## config.mk

```make
export PLATFORM = sky130hd
export DESIGN_NAME = gene_pack_ctrl_flat
export DESIGN_NICKNAME = d
export VERILOG_FILES = /design/src/rtl/gene_pkg.sv /design/src/rtl/gene_pack_ctrl_if.sv /design/src/rtl/FourByte2One.sv /design/src/rtl/gene_pack_ctrl.sv /design/src/flat_wrapper.sv
export SDC_FILE = /design/constraint.sdc
export NUM_CORES = 1
export LEC_CHECK = 0
export ABC_AREA = 1
export CELL_PAD_IN_SITES_DETAIL_PLACEMENT = 1
export CELL_PAD_IN_SITES_GLOBAL_PLACEMENT = 2
export CORE_MARGIN = 3
export CORE_UTILIZATION = 35
export DETAILED_ROUTE_END_ITERATION = 8
export PLACE_DENSITY = 0.94
export SLEW_MARGIN = 20
export SYNTH_ARGS = -nofsm -noshare
export SYNTH_HDL_FRONTEND = slang
export SYNTH_SLANG_ARGS = --single-unit
```

## constraint.sdc

```tcl
create_clock -name Clk -period 7.9 [get_ports Clk]
set_clock_uncertainty 0.15 [all_clocks]
set_input_delay 2.37 -clock Clk [delete_from_list [all_inputs] [get_ports Clk]]
set_output_delay 2.37 -clock Clk [all_outputs]
set_load 0.01 [all_outputs]
```

## src/rtl/gene_pkg.sv

```systemverilog
`default_nettype none
// ============================================================================
// gene_pkg : nucleotide ASCII/code constants, controller state type and the
//            character normalisation helper.              Revision: 1.0
// ============================================================================
package gene_pkg;

  localparam logic [7:0] ASCII_UA = 8'h41;
  localparam logic [7:0] ASCII_UC = 8'h43;
  localparam logic [7:0] ASCII_UG = 8'h47;
  localparam logic [7:0] ASCII_UT = 8'h54;
  localparam logic [7:0] ASCII_LA = 8'h61;
  localparam logic [7:0] ASCII_LC = 8'h63;
  localparam logic [7:0] ASCII_LG = 8'h67;
  localparam logic [7:0] ASCII_LT = 8'h74;

  localparam logic [1:0] CODE_A = 2'b00;
  localparam logic [1:0] CODE_C = 2'b01;
  localparam logic [1:0] CODE_G = 2'b10;
  localparam logic [1:0] CODE_T = 2'b11;

  localparam logic [7:0] PAD_CHAR_DEF = ASCII_UA;

  typedef enum logic [0:0] {COLLECT = 1'b0, HOLD = 1'b1} state_e;

  typedef struct packed {
    logic [7:0] ch;
    logic       invalid;
  } norm_t;

  // Uppercase ACGT pass through, lowercase is folded, anything else becomes pad.
  function automatic norm_t normalize(input logic [7:0] c, input logic [7:0] pad);
    norm_t r;
    r.ch      = pad;
    r.invalid = 1'b0;
    case (c)
      ASCII_UA, ASCII_UC, ASCII_UG, ASCII_UT: r.ch = c;
      ASCII_LA, ASCII_LC, ASCII_LG, ASCII_LT: r.ch = c - 8'h20;
      default:                                r.invalid = 1'b1;
    endcase
    return r;
  endfunction

endpackage
`default_nettype wire

```

## src/rtl/gene_pack_ctrl_if.sv

```systemverilog
`default_nettype none
// ============================================================================
// gene_pack_ctrl_if : input/output handshakes plus status of the controller.
//                                                         Revision: 1.0
// ============================================================================
interface gene_pack_ctrl_if #(
  parameter int COUNT_W = 32
);
  logic [7:0]         InData;
  logic               InValid;
  logic               InLast;
  logic               InReady;
  logic [7:0]         OutData;
  logic               OutValid;
  logic               OutReady;
  logic               OutLast;
  logic [1:0]         OutPad;
  logic               ErrClear;
  logic               ErrInvalid;
  logic [COUNT_W-1:0] SymCount;

  modport master (
    output InData, InValid, InLast, OutReady, ErrClear,
    input  InReady, OutData, OutValid, OutLast, OutPad, ErrInvalid, SymCount
  );

  modport slave (
    input  InData, InValid, InLast, OutReady, ErrClear,
    output InReady, OutData, OutValid, OutLast, OutPad, ErrInvalid, SymCount
  );
endinterface
`default_nettype wire

```

## src/rtl/FourByte2One.sv

```systemverilog
`default_nettype none
// ============================================================================
// FourByte2One : packs four uppercase nucleotide bytes into one byte,
//                In0 in Out[7:6] down to In3 in Out[1:0].   Revision: 1.0
// ============================================================================
module FourByte2One
  import gene_pkg::*;
(
  input  logic [7:0] In0,
  input  logic [7:0] In1,
  input  logic [7:0] In2,
  input  logic [7:0] In3,
  output logic [7:0] Out
);

  function automatic logic [1:0] enc(input logic [7:0] c);
    case (c)
      ASCII_UC: enc = CODE_C;
      ASCII_UG: enc = CODE_G;
      ASCII_UT: enc = CODE_T;
      default:  enc = CODE_A;
    endcase
  endfunction

  assign Out = {enc(In0), enc(In1), enc(In2), enc(In3)};

endmodule
`default_nettype wire

```

## src/rtl/gene_pack_ctrl.sv

```systemverilog
`default_nettype none
// ============================================================================
// gene_pack_ctrl : collects nucleotide bytes into groups of four, packs them
//                  and presents the result over a valid/ready output. Rev 1.0
// ============================================================================
module gene_pack_ctrl
  import gene_pkg::*;
#(
  parameter int         COUNT_W  = 32,
  parameter logic [7:0] PAD_CHAR = PAD_CHAR_DEF
) (
  input  logic             Clk,
  input  logic             Reset,
  gene_pack_ctrl_if.slave  bus
);

  localparam logic [0:0] S_COLLECT = COLLECT;
  localparam logic [0:0] S_HOLD    = HOLD;

  logic [0:0]         state;
  logic [1:0]         slot;
  logic [7:0]         buf_q [3];
  logic [7:0]         held_data;
  logic               held_last;
  logic [1:0]         held_pad;
  logic [7:0]         out_data;
  logic               out_valid;
  logic               out_last;
  logic [1:0]         out_pad;
  logic               err;
  logic [COUNT_W-1:0] cnt;

  logic       in_ready;
  logic       accept;
  logic       close;
  logic       out_free;
  norm_t      norm;
  logic [7:0] grp [4];
  logic [7:0] packed_byte;
  logic [1:0] close_pad;

  assign in_ready  = !Reset && (state == S_COLLECT);
  assign accept    = bus.InValid && in_ready;
  assign norm      = normalize(bus.InData, PAD_CHAR);
  assign close     = accept && ((slot == 2'd3) || bus.InLast);
  assign out_free  = !out_valid || bus.OutReady;
  assign close_pad = 2'd3 - slot;

  // The closing byte fills its own slot; later slots are padding.
  always_comb begin
    grp[0] = (slot == 2'd0) ? norm.ch : buf_q[0];
    grp[1] = (slot == 2'd1) ? norm.ch : ((slot > 2'd1) ? buf_q[1] : PAD_CHAR);
    grp[2] = (slot == 2'd2) ? norm.ch : ((slot == 2'd3) ? buf_q[2] : PAD_CHAR);
    grp[3] = (slot == 2'd3) ? norm.ch : PAD_CHAR;
  end

  FourByte2One u_pack (
    .In0 (grp[0]),
    .In1 (grp[1]),
    .In2 (grp[2]),
    .In3 (grp[3]),
    .Out (packed_byte)
  );

  always_ff @(posedge Clk or posedge Reset) begin
    if (Reset) begin
      state     <= S_COLLECT;
      slot      <= 2'd0;
      buf_q[0]  <= 8'h00;
      buf_q[1]  <= 8'h00;
      buf_q[2]  <= 8'h00;
      held_data <= 8'h00;
      held_last <= 1'b0;
      held_pad  <= 2'd0;
      out_data  <= 8'h00;
      out_valid <= 1'b0;
      out_last  <= 1'b0;
      out_pad   <= 2'd0;
      err       <= 1'b0;
      cnt       <= '0;
    end else begin
      if (accept) begin
        if (close) begin
          slot <= 2'd0;
        end else begin
          case (slot)
            2'd0:    buf_q[0] <= norm.ch;
            2'd1:    buf_q[1] <= norm.ch;
            default: buf_q[2] <= norm.ch;
          endcase
          slot <= slot + 2'd1;
        end
        if (cnt != '1) cnt <= cnt + 1'b1;
      end

      // A new invalid character takes priority over a coincident clear.
      if (accept && norm.invalid) err <= 1'b1;
      else if (bus.ErrClear)      err <= 1'b0;

      if (state == S_HOLD) begin
        if (out_valid && bus.OutReady) begin
          out_data <= held_data;
          out_last <= held_last;
          out_pad  <= held_pad;
          state    <= S_COLLECT;
        end
      end else if (close && out_free) begin
        out_valid <= 1'b1;
        out_data  <= packed_byte;
        out_last  <= bus.InLast;
        out_pad   <= close_pad;
      end else begin
        if (close) begin
          held_data <= packed_byte;
          held_last <= bus.InLast;
          held_pad  <= close_pad;
          state     <= S_HOLD;
        end
        if (out_valid && bus.OutReady) out_valid <= 1'b0;
      end
    end
  end

  assign bus.InReady    = in_ready;
  assign bus.OutData    = out_data;
  assign bus.OutValid   = out_valid;
  assign bus.OutLast    = out_last;
  assign bus.OutPad     = out_pad;
  assign bus.ErrInvalid = err;
  assign bus.SymCount   = cnt;

endmodule
`default_nettype wire

```

## src/flat_wrapper.sv

```systemverilog
// flat-port wrapper written by rule: the top's interface ports become plain ports
module gene_pack_ctrl_flat import gene_pkg::*;
#(
  parameter int         COUNT_W  = 32,
  parameter logic [7:0] PAD_CHAR = PAD_CHAR_DEF
)
  (Clk, Reset, bus_InData, bus_InValid, bus_InLast, bus_OutReady, bus_ErrClear, bus_InReady, bus_OutData, bus_OutValid, bus_OutLast, bus_OutPad, bus_ErrInvalid, bus_SymCount);
  gene_pack_ctrl_if #(.COUNT_W(COUNT_W)) bus_i ();
  input  logic Clk;
  input  logic Reset;
  input wire logic [$bits(bus_i.InData)-1:0] bus_InData;
  input wire logic [$bits(bus_i.InValid)-1:0] bus_InValid;
  input wire logic [$bits(bus_i.InLast)-1:0] bus_InLast;
  input wire logic [$bits(bus_i.OutReady)-1:0] bus_OutReady;
  input wire logic [$bits(bus_i.ErrClear)-1:0] bus_ErrClear;
  output wire logic [$bits(bus_i.InReady)-1:0] bus_InReady;
  output wire logic [$bits(bus_i.OutData)-1:0] bus_OutData;
  output wire logic [$bits(bus_i.OutValid)-1:0] bus_OutValid;
  output wire logic [$bits(bus_i.OutLast)-1:0] bus_OutLast;
  output wire logic [$bits(bus_i.OutPad)-1:0] bus_OutPad;
  output wire logic [$bits(bus_i.ErrInvalid)-1:0] bus_ErrInvalid;
  output wire logic [$bits(bus_i.SymCount)-1:0] bus_SymCount;
  assign bus_i.InData = bus_InData;
  assign bus_i.InValid = bus_InValid;
  assign bus_i.InLast = bus_InLast;
  assign bus_i.OutReady = bus_OutReady;
  assign bus_i.ErrClear = bus_ErrClear;
  assign bus_InReady = bus_i.InReady;
  assign bus_OutData = bus_i.OutData;
  assign bus_OutValid = bus_i.OutValid;
  assign bus_OutLast = bus_i.OutLast;
  assign bus_OutPad = bus_i.OutPad;
  assign bus_ErrInvalid = bus_i.ErrInvalid;
  assign bus_SymCount = bus_i.SymCount;
  gene_pack_ctrl #(.COUNT_W(COUNT_W), .PAD_CHAR(PAD_CHAR)) u_core (.Clk(Clk), .Reset(Reset), .bus(bus_i));
endmodule
```

# Word level (Yosys, flattened, before mapping)
# Cells that the tools add are included.
# word_totals
ff_bits,83
latchBits,0
ram_bits,0
romBits,0
out_inout_bits,46
word_cells,103
memories,0
# classes
n_addsub,4
mul,0
div,0
magnitude_cmp,1
n_eq_ne,25
shifts,0
muxes,30
bitwise_logic,4
reduce_logical,25
# ops
operator,n
"== test 8 x 7 -> 1 bit, second input constant",20
2-to-1 mux 8 bit,9
"adder 32 x 1 -> 32 bit, second input constant",1
"inequality test 32 bit, second input constant",1
case mux 2 bit (3 select lines),4
case mux 8 bit (2 select lines),1
2-to-1 mux 1 bit,12
AND reduction 3 bit,3
2-to-1 mux 2 bit,4
AND reduction 2 bit,4
OR reduction 4 bit,2
OR reduction 8 bit,1
"subtractor 8 x 6 -> 8 bit, second input constant",1
logical AND 1 bit,6
nonzero test 2 bit,3
"== test 2 bit, second input constant",2
inverter 1 bit,4
"adder 2 x 1 -> 2 bit, second input constant",1
"== test 2 x 1 -> 1 bit, second input constant",1
"> comparator 2 x 1 -> 1 bit, second input constant",1
logical NOT 1 bit,2
logical NOT 2 bit,1
logical OR 1 bit,2
"inequality test 2 bit, second input constant",1
2 further kinds,2

# Logic depth before layout (Yosys ltp)
# depth
word_depth,8
depth_mapped,14

# By module
# From an unflattened synthesis, not the netlist that was laid out.
# unflattened
cells_unflattened,759
area_unflattened_um2,5044.8
# modules_own_cells
mod,instances,cells_per_inst,area_per_inst_um2
gene_pack_ctrl,1,656,4648.2
FourByte2One,1,103,396.6

# Worst setup path after synthesis
# OpenSTA, ideal clock, no wires.
# synth_timing
kind,input port to output port
from,input port Reset
to,output port bus_InReady
t_arrival_ps,2474
path_slack_ps,2906
cell_stages,1
cell_sequence,nor2_4
# synth_via
elab_chain_len,2
# synth_lines
element,line,source
start: declaration,flat_wrapper.sv:10,input logic Reset;
logical NOT 1 bit (no source line),-,
logical AND 1 bit,gene_pack_ctrl.sv:42,assign in_ready = !Reset && (state == S_COLLECT);
end: declaration,flat_wrapper.sv:16,output wire logic [$bits(bus_i.InReady)-1:0] bus_InReady;
# Every way passes these cells.

# Final worst setup path
# Same ends and word-level chain as after synthesis.

==> summary.txt <==
Run status
  – Status: completed

Logic synthesis
  – Synth Area per Inst: 7.678 um^2
  – Syn Std Cell Area: 4607 um^2
  – Synth Area in XOR/XNOR: 5.703%
  – Post-Syn Instances: 600
  – Main combinational cell family by area after synthesis: simple AND/OR/NAND/NOR gates
  – #FFs+latches synth: 83
  – Compound-Gate Fraction of Synth Area: 8.392%
  – Synth Area in Adders: 1.630%
  – Post-synth net total: 620
  – Cell variety after synth: 35
  – Post-synthesis mux area share: 0%
  – Simple-gate share of the synthesized area: 31.99%
  – Yosys warning count: 0
  – Post-synthesis sequential area ratio: 45.08%

Setup path
  – Startpoint Class: input pin
  – CP Data Required Time: 5380 ps
  – Reg2Reg Depth: 8
  – Crit Path Category: in2out
  – Crit path largest cell delay: 540 ps
  – Critical Path AT: 3500 ps
  – Crit Path Max Fanout: 2
  – Critical path capture point type: output port
  – Crit-path most repeated cell: clkdlybuf4s50_1
  – WP buf/inv: 2
  – CP max stage cell: clkdlybuf4s50_1
  – Crit. path cell count: 3
  – Cell family with most CP delay: buffers and inverters
  – Cell chain of the critical path: clkdlybuf4s50_1 -> nor2_4 -> clkdlybuf4s50_1

CTS
  – CTS tree: done
  – Clk buf depth: 2
  – Hold buffers post-CTS: 0
  – Clk sinks: 83
  – CTS buffer count: 9
  – H-tree depth: 3
  – Post-cts sizing count: 0
  – CTS root buffer: clkbuf_16
  – Clock slew seen by the registers of the worst setup and hold paths: 60 ps
  – Setup Fix Bufs, Post-CTS: 0
  – Clk_lat worst skew: 340 ps

Global route
  – Number of global-route vias before repair: 4549
  – Largest net degree at the start of global routing: 84
  – GRT Util Overall: 18.99%
  – Initial antenna violation count: 0
  – First-pass GRT wire length: 22.16 mm
  – Grt total ovfl: 0

Power
  – Pwr/cell area: 262.3 nW/um^2
  – Power consumption: 1.500 mW
  – Static Leakage: 2.735 nW
  – Max IR drop VDD: 0.0001748 V

Timing
  – Setup_tns: 0 ps
  – Max Clk Rate: 166.1 MHz
  – Fin. max-slew vios: 0
  – Hold Violations, Final: 0
  – Tightest Pin Transition: 786.8 ps
  – Slack of the critical path: 1880 ps
  – Rel. slew slack: 47.55%
  – Final worst path period share: 76.20%
  – Setup violations, final: 0
  – Crit path time final: 6020 ps
  – RSZ-0062 raised after global routing: false

Floorplan
  – Die Height: 120.7 um
  – Core Region: 12720 um^2
  – I/O Pins: 60
  – Die ar.: 14580 um^2
  – Cell Rows: 41
  – Die W: 120.7 um
  – Initial core utilization: 36.21%

Final layout
  – Register Area: 2077 um^2
  – Area grow syn2layout: 24.14%
  – Finished Core Util: 44.95%
  – Highest-count cells in the layout ignoring fill and taps: nand2_1 (173), dfrtp_1 (83), inv_1 (70)
  – Post-layout nets: 683
  – Antenna diode count: 0
  – Filler cells: 1641
  – Layout cell share with drive strength beyond 1: 8.982%
  – Fin cells: 840
  – Most common cell after layout, fill and taps aside: nand2_1
  – Area of the multi-input gates: 2198 um^2

Drt
  – Pre-antenna DRT Iters: 4
  – Vias: 4095
  – Antenna-violating nets left: 0
  – Detailed-route vias per instance: 4.875
  – DRT Wirelength: 12.97 mm
  – Average wire per standard cell: 15.44 um
  – Initial drt markers: 180
  – DRC: 0

Worst hold path
  – Hold path depth: 2
  – Hold Path Class: reg2reg

Placed design
  – Pre-CTS setup slack: 1874 ps
  – Dpl cells: 824
  – Routability congestion estimate from global placement: 0.8196
  – Hpwl dp: 9.536 mm
  – Port Buf Inserts: 59

Job
  – Max-cap violation count: 0
==> cell families (layout without fill, tap and decap cells) <==
| family | count (synthesis) | after routing |
|---|---|---|
| fa+ha+maj | 6 | 6 |
| xor+xnor | 30 | 30 |
| compound gates | 69 | 69 |
| buf+inv | 83 | 151 |
| flops | 83 | 83 |
| simple gates | 329 | 329 |
==> stage by stage <==
stage | hold slack [ps] | cell area (um^2)
after detailed placement | 323.3 | 5371
final | 332.8 | 5719
after CTS | 339.9 | 5715
after global placement | 312.2 | 5371
after floorplan | 295.1 | 4607
after global routing | 360.5 | 5719
==> cell type report <==
class	instances	share of cell area [%]
multi-input combinational	434	38.44
sequential	83	36.32
timing repair buffer	60	10.52
inverter	75	4.944
clock buffer	12	4.310
tap	172	3.763
clock inverter	4	1.706
==> flip-flops by register name (all words and copies together), names as in the netlist, 2 cells and up <==
register             count
u_core.bus.SymCount     32
u_core.buf_q            24
u_core.bus.OutData       8
u_core.held_data         8
u_core.bus.OutPad        2
u_core.held_pad          2
u_core.slot              2
==> tightest hold or removal path, cell delays in order, from the launching register on <==
cell	delay [ps]
dfrtp_1	340
nand2_1	60
nand2_1	50
==> routing by layer <==
layer / vias up / track usage [%] / part of all wire (%) / wire length, um
li1: 2024 / - / - / -
met1: 2002 / 23.89 / 46 / 5927
met2: 58 / 32.76 / 50 / 6510
met3: 11 / 4.771 / 3.2 / 411
met4: 0 / 4.603 / 0.95 / 123
met5: - / 0 / 0 / 0
==> synthesized netlist by cell type <==
cell type / count / area (um^2)
nand2_4: 2 / 22.52
nand2_2: 13 / 81.33
clkbuf_1: 2 / 7.510
xnor2_1: 11 / 96.34
nor3_1: 7 / 35.03
nand4_2: 1 / 12.51
o211ai_1: 5 / 37.54
o22ai_1: 1 / 6.260
nor4_1: 5 / 31.28
o21bai_1: 1 / 7.510
inv_1: 71 / 266.5
o21ai_0: 28 / 140.1
nor2_1: 60 / 225.2
o21ai_2: 5 / 43.79
nor3_2: 1 / 10.01
o21ai_1: 10 / 50.05
nand3_2: 1 / 10.01
a31oi_1: 3 / 18.77
dfrtp_1: 83 / 2077
xor2_1: 19 / 166.4
inv_2: 4 / 15.01
nor3_4: 1 / 16.27
or2_0: 1 / 6.260
nand3b_1: 2 / 15.01
nand3_1: 35 / 175.2
buf_2: 4 / 20.02
o21a_1: 1 / 7.510
nand4_1: 11 / 68.82
buf_6: 2 / 22.52
or2_2: 1 / 6.260
a21oi_1: 15 / 75.07
nor2_4: 3 / 33.78
nand2_1: 173 / 649.4
nor2_2: 12 / 75.07
ha_1: 6 / 75.07
==> path summary, 6_finish.rpt <==
path,start,to,slack [ps]
worst min-delay path,u_core.bus.OutData[6],u_core.bus.OutData[6],330
min in group asynchronous,Reset,u_core.state,2480
max in group asynchronous,Reset,u_core.buf_q[14],4570
worst max register to register,u_core.bus.SymCount[16],u_core.bus.SymCount[26],5500
worst max-delay path,Reset,bus_InReady,1880
worst min register to register,u_core.bus.OutData[6],u_core.bus.OutData[6],330
==> power breakdown <==
group	internal, mW	switching [mW]	leakage (nW)
clock network	0.318	0.172	0.163
registers	0.521	0.0709	1.07
logic	0.175	0.243	1.51
(Power assumes the default switching activity.)
